**config.mk**
```make
export PLATFORM = sky130hd
export DESIGN_NAME = data_mem
export DESIGN_NICKNAME = d
export VERILOG_FILES = /design/src/rtl/data_mem.sv
export SDC_FILE = /design/constraint.sdc
export NUM_CORES = 2
export LEC_CHECK = 0
export ABC_CLOCK_PERIOD_IN_PS = 2800
export CAP_MARGIN = 20
export CORE_MARGIN = 1
export CORE_UTILIZATION = 58
export DETAILED_ROUTE_END_ITERATION = 8
export DONT_BUFFER_PORTS = 1
export HOLD_SLACK_MARGIN = 0.03
export MAX_ROUTING_LAYER = met4
export PLACE_DENSITY_LB_ADDON = 0.2
export REMOVE_ABC_BUFFERS = 1
export SYNTH_ARGS = -nofsm -noshare
export SYNTH_HDL_FRONTEND = slang
export SYNTH_SLANG_ARGS = --single-unit
```
**constraint.sdc**
```tcl
create_clock -name Clk -period 2.8 [get_ports Clk]
set_clock_uncertainty 0.05 [all_clocks]
set_input_delay 0.56 -clock Clk [delete_from_list [all_inputs] [get_ports Clk]]
set_output_delay 0.56 -clock Clk [all_outputs]
set_load 0.05 [all_outputs]
```
**src/rtl/data_mem.sv**
```systemverilog
// data_mem: single-port 256 x 8 data memory for the lab processor.
//
// Reads are combinational from DataAddress. Writes are synchronous and
// byte-wide on the rising Clk edge when WriteEn is high. The asynchronous
// active-low Reset clears the whole array immediately and blocks writes
// while it is held low.
//
// The storage array is named Core and is intentionally left visible.
// Benches deposit into <inst>.Core[i] and read it back hierarchically.
// Only the reset and write paths below ever assign Core, so a deposited
// value persists until a write or a reset replaces it.
//
// Ports:
//   Clk          in   1  clock, writes on rising edge
//   Reset        in   1  asynchronous, active-low clear
//   WriteEn      in   1  write enable, sampled on rising Clk
//   DataAddress  in   A  word address for both read and write
//   DataIn       in   W  write data
//   DataOut      out  W  contents of Core[DataAddress]

module data_mem #(
  parameter int unsigned W = 8,
  parameter int unsigned A = 8
) (
  input  logic         Clk,
  input  logic         Reset,
  input  logic         WriteEn,
  input  logic [A-1:0] DataAddress,
  input  logic [W-1:0] DataIn,
  output logic [W-1:0] DataOut
);

  localparam int unsigned Depth = 2 ** A;

  logic [W-1:0] Core [Depth];

  // Reset wins over WriteEn. While Reset is low, every edge of Clk also
  // lands in the reset branch, so a pending write is discarded.
  always_ff @(posedge Clk or negedge Reset) begin
    if (!Reset) begin
      Core <= '{default: '0};
    end else if (WriteEn) begin
      Core[DataAddress] <= DataIn;
    end
  end

  // There is no read register and no write bypass. During a same-address
  // write, DataOut shows the old word until the edge and the new word
  // after it.
  assign DataOut = Core[DataAddress];

endmodule

```
==> reports/metrics.yaml <==
run_status:
  status: "finished, violations left"
  failed_checks: "hold timing, setup timing"
cts:
  path_clk_slew_ns: 0.06
  cts_buffer_depth: 3
  ctsHoldBuffers: 555
  cts_sinks: 2048
  clkLatencyLatePin_ns: 0.84
  htreeDepth: 4
  cts_tree: "done"
  ctsRootBufferMaster: "clkbuf_16"
  cts_made_buffers: 208
layout:
  drive_above_1_share_pct: 43.43
  stdcell_area_um2: 113700
  finish.net_count: 6670
  syn_to_final_growth_pct: 22.62
  multi_input_area_um2: 40670
  layout_commonest_cell: "dfrtp_1"
  seqCellArea_um2: 51250
  final_cell_mix: "2048 x dfrtp_1, 1233 x mux2_2, 815 x mux2_1"
  reg_top3: "Core: 2048 flops"
  n_fill_cell: 10020
  largest_register_ffs: 2048
  top_register: "Core"
hold_path:
  hold_class: "in -> async"
routing:
  viasPerCell: 6.460
  wl_mm: 265.6
  wl_per_cell_um: 29.83
  first_iter_violations: 5195
  drc: 0
  num_vias: 57530
  dr.pass1.iters: 8
  antenna_left: 0
sta:
  fmax_mhz: 233.0
  maxSlewViolCount: 0
  hold_violations: 391
  max_slew_margin_pct: 11.93
  tightest_slew_ns: 1.321
  holdWs_ns: -0.6029
  min_period_ns: 4.291
  setup_viol: 366
  grt_setup_unrepaired: "yes"
  period_share_pct: 153.3
  fin_ws_ns: -1.491
global_route:
  grt_antenna_before_repair: 9
  grt.overflow.total: 0
  grt_pass1_vias: 60340
  grt_util_all_layers_pct: 32.52
  grt_pass1_wl_mm: 385.9
  grt_max_degree: 525
floorplan:
  die_x_um: 401.8
  die_area_um2: 161500
  start_util_pct: 58.47
  row_count: 146
  die_h_um: 401.8
  core_area_um2: 158600
  ios: 27
synthesis:
  seq_area_frac_synth_pct: 55.28
  syn_avg_cell_area_um2: 15.90
  yosys_register_bits: 2048
  yosysTopAreaCellShare_pct: 55.28
  syn_area_um2: 92710
  synth_top_area_cell: "dfrtp_1"
  synth_cells: 5832
  synth_area_leaders: "dfrtp_1 55%, mux2_2 15%, mux4_2 12%"
  yosysUniqueCellTypes: 29
  yosys_warnings: 0
setup_path:
  start_kind: "primary input"
  crit_required_ns: 2.19
  cp-end-kind: "output pin"
  setup.worst_path.class: "in -> out"
  path_max_fanout: 19
  arrival_ns: 3.68
job:
  maxCapViolCount: 0
power:
  power.density_nw_per_um2: 581.9
  cellLeakagePower_nw: 54.95
  irDropWorstVdd_mv: 0.7366
place:
  dpl_cell_area_um2: 98360
  post-place-ws_ns: -1.972
  gp_congestion: 0.8723
  portBuffers: 0
  dpl.hpwl_mm: 137.2
==> Yosys cell counts <==
| cell | count |
|---|---|
| dfrtp_1 | 2048 |
| mux2_2 | 1233 |
| mux2_1 | 815 |
| mux4_2 | 512 |
| clkbuf_1 | 344 |
| a22oi_1 | 256 |
| nor2_2 | 133 |
| a21oi_1 | 128 |
| nand2_1 | 97 |
| buf_2 | 66 |
| nor2_1 | 39 |
| nor2_4 | 37 |
| o41ai_1 | 32 |
| buf_6 | 21 |
| buf_1 | 19 |
| buf_4 | 10 |
| nand3_1 | 9 |
| nand4_1 | 8 |
| nor2b_1 | 8 |
| nand2b_1 | 6 |
| and2_1 | 2 |
| nor3_1 | 2 |
| and3_1 | 1 |
| and3b_1 | 1 |
| and4bb_2 | 1 |
| nand4b_1 | 1 |
| or2_0 | 1 |
| or2_1 | 1 |
| or3b_1 | 1 |
==> metal layers <==
metal	wire length (um)	up-vias	global-route usage, %
met5	0	-	-
li1	-	23640	-
met1	110600	31450	44.54
met4	8761	0	9.817
met3	18790	472	5.806
met2	127500	1968	50.16
==> cell families (layout without fill, tap and decap cells) <==
kind of cell	count (synthesis)	in the layout	synth area share (%)
mux	2560	2560	37.31
flops	2048	2048	55.28
buf+inv	460	1450	2.162
compound gates	416	416	3.066
simple gates	348	348	2.181
other cells	0	11	0
==> final cells by class <==
type	count	area share, %
Clock buffer	302	5.331
Antenna cell	11	0.02421
Tap cell	2072	2.280
Sequential cell	2048	45.08
Multi-Input combinational cell	3324	35.78
Clock inverter	79	0.9179
Timing Repair Buffer	1069	10.59
==> worst max-delay path: stages <==
cell	delay, ns
buf_16	0.14
buf_16	0.14
buf_12	0.14
buf_12	0.15
buf_4	0.15
mux4_2	0.50
a22oi_1	0.24
a21oi_1	0.20
o41ai_2	0.35
buf_4	0.17
nand4_1	0.38
buf_4	0.33
buf_8	0.15
==> report_power, final <==
group / leakage (nW) / switching (W) / internal (W)
combinational: 23.2 / 0.00288 / 0.00284
clock: 3.50 / 0.0121 / 0.0166
sequential: 28.2 / 0.000697 / 0.0310
==> through the flow <==
stage           TNS, ns  instances  hold slack, ns  total power (W)  utilization, %
6_report         -39.77       8905         -0.6029          0.06615           71.70
4_1_cts          -9.573       8818         -0.6601          0.06563           70.53
2_1_floorplan  -6027.36       5372          0.2144          0.03437               -
3_5_place_dp    -498.49       7884          0.2462          0.03608           62.03
3_3_place_gp    -626.91       7882          0.2468          0.03586           62.00
5_1_grt         -176.60       8905         -0.6459          0.06816           71.70
==> final timing paths <==
check                                       start                endpoint  slack [ns]  cells after the start
max                                DataAddress[0]              DataOut[2]       -1.49                     13
min                                         Reset  Core[1240]$_DFFE_PN0P_       -0.60                      0
max reg2reg                Core[1146]$_DFFE_PN0P_  Core[1146]$_DFFE_PN0P_        1.36                      2
min reg2reg                 Core[715]$_DFFE_PN0P_   Core[715]$_DFFE_PN0P_        0.43                      1
max in group asynchronous                   Reset   Core[819]$_DFFE_PN0P_       -0.20                      3
min in group Clk                   DataAddress[6]  Core[1599]$_DFFE_PN0P_        0.11                      4
==> timing repair <==
action                                   CTS  global route
gates resized for setup                  120           127
hold endpoints to repair                2488           386
setup buffers                              0            31
pin swaps                                 34            36
endpoints found under the setup margin     8          2486
gates cloned                               0            36
Power figures use the tool's default switching activity.
